--- config.mk ---
export PLATFORM = sky130hd
export DESIGN_NAME = div_unit
export DESIGN_NICKNAME = d
export VERILOG_FILES = /design/src/rtl/div_unit.sv
export SDC_FILE = /design/constraint.sdc
export NUM_CORES = 1
export LEC_CHECK = 0
export ABC_CLOCK_PERIOD_IN_PS = 3040
export CORE_AREA = 10 10 189 191
export DETAILED_ROUTE_END_ITERATION = 10
export DIE_AREA = 0 0 199 201
export GPL_TIMING_DRIVEN = 0
export PLACE_DENSITY = 0.57
export SLEW_MARGIN = 20
export SYNTH_ARGS = -nofsm -noshare
export SYNTH_HDL_FRONTEND = slang
export SYNTH_SLANG_ARGS = --single-unit
--- constraint.sdc ---
create_clock -name i_clk -period 3.04 [get_ports i_clk]
set_input_delay 0.608 -clock i_clk [delete_from_list [all_inputs] [get_ports i_clk]]
set_output_delay 0.608 -clock i_clk [all_outputs]
set_load 0.01 [all_outputs]
--- src/rtl/div_unit.sv ---
// Iterative RV32M DIV/DIVU/REM/REMU unit, radix-2 restoring, one quotient bit per cycle.
// Latency: done 33 cycles after accept (general), 1 cycle (divide-by-zero / signed overflow).
// Backpressure: busy blocks new starts; start while busy is dropped, flush aborts at the next edge.
module div_unit #(
  parameter int XLEN = 32
) (
  input  logic            i_clk,
  input  logic            i_nrst,
  input  logic            i_start,
  input  logic [1:0]      i_op,
  input  logic [XLEN-1:0] i_rs1_dat,
  input  logic [XLEN-1:0] i_rs2_dat,
  input  logic [4:0]      i_rd_sel,
  input  logic            i_flush,
  output logic            o_busy,
  output logic            o_done,
  output logic            o_wb_en,
  output logic [4:0]      o_wb_sel,
  output logic [XLEN-1:0] o_wb_dat
);

  localparam int CW = $clog2(XLEN);

  typedef enum logic [1:0] {S_IDLE, S_CALC, S_FIXUP, S_DONE} state_t;

  state_t          r_state;
  state_t          w_next;
  logic [CW-1:0]   r_cnt;
  logic [1:0]      r_op;
  logic [4:0]      r_rd;
  logic [XLEN-1:0] r_dvs;
  logic [XLEN-1:0] r_rem;
  logic [XLEN-1:0] r_quo;
  logic [XLEN-1:0] r_wb_dat;
  logic            r_neg_q;
  logic            r_neg_r;

  // Operand conditioning at accept: op[0]=0 marks the signed variants.
  logic            w_signed;
  logic            w_s1;
  logic            w_s2;
  logic [XLEN-1:0] w_abs1;
  logic [XLEN-1:0] w_abs2;
  logic            w_div0;
  logic            w_ovf;
  logic            w_accept;

  assign w_signed = ~i_op[0];
  assign w_s1     = w_signed & i_rs1_dat[XLEN-1];
  assign w_s2     = w_signed & i_rs2_dat[XLEN-1];
  assign w_abs1   = w_s1 ? (~i_rs1_dat + 1'b1) : i_rs1_dat;
  assign w_abs2   = w_s2 ? (~i_rs2_dat + 1'b1) : i_rs2_dat;
  assign w_div0   = (i_rs2_dat == '0);
  assign w_ovf    = w_signed && (i_rs1_dat == {1'b1, {(XLEN-1){1'b0}}}) && (i_rs2_dat == '1);
  assign w_accept = (r_state == S_IDLE) && i_start && !i_flush;

  // One restoring step: the partial remainder is always below the divisor, so the
  // shifted value fits XLEN+1 bits and the borrow bit alone gives the quotient bit.
  logic [XLEN:0]   w_shift;
  logic [XLEN:0]   w_diff;
  logic            w_ge;

  assign w_shift = {r_rem, r_quo[XLEN-1]};
  assign w_diff  = w_shift - {1'b0, r_dvs};
  assign w_ge    = ~w_diff[XLEN];

  // Sign fixup and result select; negating a 0x80000000 magnitude wraps back to itself.
  logic [XLEN-1:0] w_q_fix;
  logic [XLEN-1:0] w_r_fix;
  logic [XLEN-1:0] w_res;

  assign w_q_fix = r_neg_q ? (~r_quo + 1'b1) : r_quo;
  assign w_r_fix = r_neg_r ? (~r_rem + 1'b1) : r_rem;
  assign w_res   = r_op[1] ? w_r_fix : w_q_fix;

  // State register.
  always_ff @(posedge i_clk) begin
    if (!i_nrst) r_state <= S_IDLE;
    else         r_state <= w_next;
  end

  // Next-state logic; flush overrides every transition.
  always_comb begin
    w_next = r_state;
    if (i_flush) begin
      w_next = S_IDLE;
    end else begin
      case (r_state)
        S_IDLE:  if (i_start) w_next = (w_div0 || w_ovf) ? S_FIXUP : S_CALC;
        S_CALC:  if (r_cnt == '0) w_next = S_FIXUP;
        S_FIXUP: w_next = S_DONE;
        S_DONE:  w_next = S_IDLE;
        default: w_next = S_IDLE;
      endcase
    end
  end

  // Datapath: latch operands at accept, iterate in CALC, capture the result in FIXUP.
  always_ff @(posedge i_clk) begin
    if (!i_nrst) begin
      r_cnt    <= '0;
      r_op     <= '0;
      r_rd     <= '0;
      r_dvs    <= '0;
      r_rem    <= '0;
      r_quo    <= '0;
      r_neg_q  <= 1'b0;
      r_neg_r  <= 1'b0;
      r_wb_dat <= '0;
    end else if (w_accept) begin
      r_op  <= i_op;
      r_rd  <= i_rd_sel;
      r_cnt <= CW'(XLEN-1);
      r_dvs <= w_abs2;
      if (w_div0) begin
        r_quo   <= '1;
        r_rem   <= i_rs1_dat;
        r_neg_q <= 1'b0;
        r_neg_r <= 1'b0;
      end else if (w_ovf) begin
        r_quo   <= {1'b1, {(XLEN-1){1'b0}}};
        r_rem   <= '0;
        r_neg_q <= 1'b0;
        r_neg_r <= 1'b0;
      end else begin
        r_quo   <= w_abs1;
        r_rem   <= '0;
        r_neg_q <= w_s1 ^ w_s2;
        r_neg_r <= w_s1;
      end
    end else if (r_state == S_CALC && !i_flush) begin
      r_rem <= w_ge ? w_diff[XLEN-1:0] : w_shift[XLEN-1:0];
      r_quo <= {r_quo[XLEN-2:0], w_ge};
      r_cnt <= r_cnt - CW'(1);
    end else if (r_state == S_FIXUP && !i_flush) begin
      r_wb_dat <= w_res;
    end
  end

  assign o_busy   = (r_state != S_IDLE);
  assign o_done   = (r_state == S_DONE);
  assign o_wb_en  = o_done && (r_rd != 5'd0);
  assign o_wb_sel = r_rd;
  assign o_wb_dat = r_wb_dat;

endmodule

==> impl_metrics.csv <==
group,metric,value,unit
clock_network,root_buffer,"clkbuf_16",
place,io_buffers,112,
finish,antennaDiodeCount,0,
global_routing,grt_max_degree,17,
die,io_pins,115,
logic_synthesis,asyncSetResetFlopFracSynth,0,%
finish,fillers,3286,
min_path,min_path_type,"register to register",
logic_synthesis,synthDistinctLibCells,64,
timing,skew,0.0101,ns
detailed_routing,wirelength,46.1,mm
place,dp_hpwl,36.5,mm
timing,setup_slack,-0.0404,ns
setup_path,critPathTopFamily,"simple AND/OR/NAND/NOR gates",
logic_synthesis,ys_warn_count,0,
clock_network,cts_hold_buf,0,
die,core_area,32000,sq um
finish,nNetsFinal,1783,
detailed_routing,via_per_inst,5.75,
clock_network,clk_pin_slew,0.06,ns
detailed_routing,drt-initial-drc-count,908,
detailed_routing,ant_nets,0,
place,finalWeightedCongestion,0.960,
global_routing,grt_use_met3,3.03,%
logic_synthesis,synth_edf_count,0,
timing,slew_headroom,23.2,%
setup_path,cpPeakStageDelay,0.54,ns
global_routing,met1_usage,27.7,%
clock_network,cts_tree,"yes",
logic_synthesis,synth.avg_cell_area,7.36,sq um
timing,fin_crit_sh,101,%
setup_path,worstSetupPathType,"register to register",
setup_path,crit_buf_inv,3,
detailed_routing,vias,12000,
timing,slew_violations,0,
global_routing,grtUsageTotal,22.4,%
place,place_ws,-1.31,ns
clock_network,clock_sinks,143,
setup_path,crit_required,3.40,ns
die,initial_utilization,34.6,%
die,die-width,199,microns
finish,drive_gt1_share,12.9,%
timing,rsz0062_at_grt,"true",
logic_synthesis,synth_flop_cell,"dfxtp_1",
clock_network,clockBufferDepth,2,
logic_synthesis,netlist_area,11100,sq um
detailed_routing,wl_per_cell,22.1,microns
logic_synthesis,syn-instance-count,1506,
run,drv_cap,0,
setup_path,crit_path_end_kind,"register",
die,die-area,40000,sq um
timing,finalHoldViolCount,0,
global_routing,first_global_vias,11600,
setup_path,cp_max_fo,6,
timing,period_needed,3.08,ns
timing,max_freq,325,MHz
timing,setup_viol,4,
die,fp-row-count,66,
global_routing,grt-busiest-layer,"met2",
global_routing,gr-usage-met2,38.6,%
global_routing,grt_overflow,0,
status,violations,"negative setup slack",
logic_synthesis,yosysSeqAreaShare,25.8,%
logic_synthesis,synth-seq-cells,143,
die,die_h,201,microns
clock_network,numCtsBuffers,17,
setup_path,crit_chain,"inv_2, ha_4, fa_2, nor2b_2, o31a_1, o211a_4, o21ai_4, a211oi_2, buf_4, or3_4, buf_8, nand2_4, or4_4, a31oi_1",
clock_network,clk_latency,0.44,ns
detailed_routing,route.detailed.drc,0,
global_routing,antenna_found_initial,0,
power_and_ir_drop,power_density,504,nW/um^2
power_and_ir_drop,irDropWorstVdd,420,uV
setup_path,critPathArrivalTime,3.44,ns
power_and_ir_drop,leakagePower,5.45,nW
detailed_routing,drt_first_pass_iters,5,
timing,tightest_slew,1.15,ns
clock_network,htreeDepth,4,
setup_path,worstSetupStartpointType,"register",
logic_synthesis,syn_nets,1626,
global_routing,grt_pass1_wl,69.3,mm
status,status,"complete, but fails checks",
setup_path,worst_path_max_delay_cell,"or4_4",
timing,setup_tns,-0.129,ns
finish,syn_to_final_growth,28.2,%
## worst register-to-register path, stage by stage, from the launching register on
cell and delay (ns):
dfxtp_4 0.36, inv_2 0.05, ha_4 0.17, fa_2 0.36
nor2b_2 0.15, o31a_1 0.20, o211a_4 0.22, o21ai_4 0.07
a211oi_2 0.23, buf_4 0.17, or3_4 0.13, buf_8 0.12
nand2_4 0.07, or4_4 0.54, a31oi_1 0.17
## synthesized netlist by cell type (all sizes together), types with 3 or more instances
library cell  instances  area, sq um
a2111oi               3         26.3
a211oi               30          225
a21boi               34          255
a21o                 11         82.6
a21oi               128          648
a221oi                5         43.8
a31o                  3         26.3
a31oi                12         75.1
and3                 18          113
buf                  13         57.6
clkbuf               86          323
dfxtp               143         2860
ha                   44          551
inv                  58          218
mux2i                17          170
nand2               229          860
nand2b               13         81.3
nand3                51          255
nand3b                3         22.5
nand4                18          113
nor2                 77          297
nor2b                22          138
nor3                 26          141
nor4                 19          119
o211a                25          250
o211ai               26          195
o21a                 12         90.1
o21ai               108          541
o21bai                4         30.0
o221ai                3         26.3
o22ai                 3         18.8
o311a                 4         40.0
o311ai                3         26.3
o31ai                36          284
o41ai                13          114
or2                   5         31.3
or3                  18          138
or4                  13          105
xnor2                85          744
xor2                 61          534
## state kept, by name, indices dropped and copies added, names as in the netlist
| register | flops |
|---|---|
| r_op | 1 |
| r_cnt | 5 |
| r_rem | 32 |
| r_dvs | 32 |
| o_wb_sel | 5 |
| r_quo | 32 |
| r_state | 2 |
| o_wb_dat | 32 |
| r_neg_r | 1 |
| r_neg_q | 1 |
## metrics by stage
step           power, mW  hold WS (ns)  instances  util [%]  area (sq um)
4_1_cts             6.99         0.465       2071      43.3         13900
2_1_floorplan       3.78         0.441       1506         -         11100
5_1_grt             7.48         0.487       2084      44.4         14200
6_report            7.17         0.461       2084      44.4         14200
3_5_place_dp        4.57         0.456       2026      39.7         12700
3_3_place_gp        4.55         0.449       2026      39.7         12700
## repair_timing
item | CTS | global route
pin swaps | 23 | 23
cloned | 0 | 1
buffers inserted | 16 | 20
resized for setup | 123 | 73
endpoints found under the setup margin | 119 | 88
## layer usage
metal  routed length [microns]  up-vias
li1                          -     5741
met1                     19300     5695
met2                     22600      469
met3                      2960       82
met4                      1300        0
met5                         0        -
## area by class of cell
class                   instances  area (sq um)  share of cell area [%]
inverters                      58           221                    1.56
clock buffers                  22           464                    3.27
plain buffers                  88           420                    2.96
flip-flops and latches        143          2910                    20.5
clock inverters                10           136                   0.960
multi-input cells            1206          8140                    57.2
repair buffers                149          1410                    9.94
well taps                     408           510                    3.59
## worst paths after layout
kind / from / end / slack (ns) / cells after the start
min: o_wb_dat[17]$_SDFFE_PN0P_ / o_wb_dat[17]$_SDFFE_PN0P_ / 0.46 / 2
min reg2reg: o_wb_dat[17]$_SDFFE_PN0P_ / o_wb_dat[17]$_SDFFE_PN0P_ / 0.46 / 2
max reg2reg: r_quo[31]$_SDFFE_PN0N_ / r_rem[21]$_SDFFE_PN0N_ / -0.04 / 14
max: r_quo[31]$_SDFFE_PN0N_ / r_rem[21]$_SDFFE_PN0N_ / -0.04 / 14
## logic make-up after synthesis
kind of cell	after synthesis	share of synthesized area, %
AOI/OAI and AO/OA	478	28.2
muxes	17	1.53
xor gates and xnor gates	146	11.5
DFF	143	25.8
buffers and inverters	157	5.40
and+or+nand+nor	520	22.3
adders and majority gates	45	5.15
## where the power goes
group	switching [mW]	total, mW	internal, mW
logic	1.60	2.74	1.14
clock network	0.897	2.23	1.33
registers	0.197	2.20	2.00
## layout by cell type (no fill, tap or decap), types with 18 or more instances in the layout
master	count
xor2_1	61
o211ai_1	26
nor2b_1	20
o21ai_0	94
buf_4	34
nand4_1	18
and3_1	18
nand2_1	227
inv_1	55
xnor2_1	84
clkdlybuf4s50_1	107
nand3_1	50
o31ai_1	30
a211oi_1	26
nor3_1	20
clkbuf_1	61
nor2_1	72
o211a_1	24
a21boi_0	34
a21oi_1	117
ha_1	37
dfxtp_2	18
dfxtp_1	118
(Power assumes the default switching activity.)
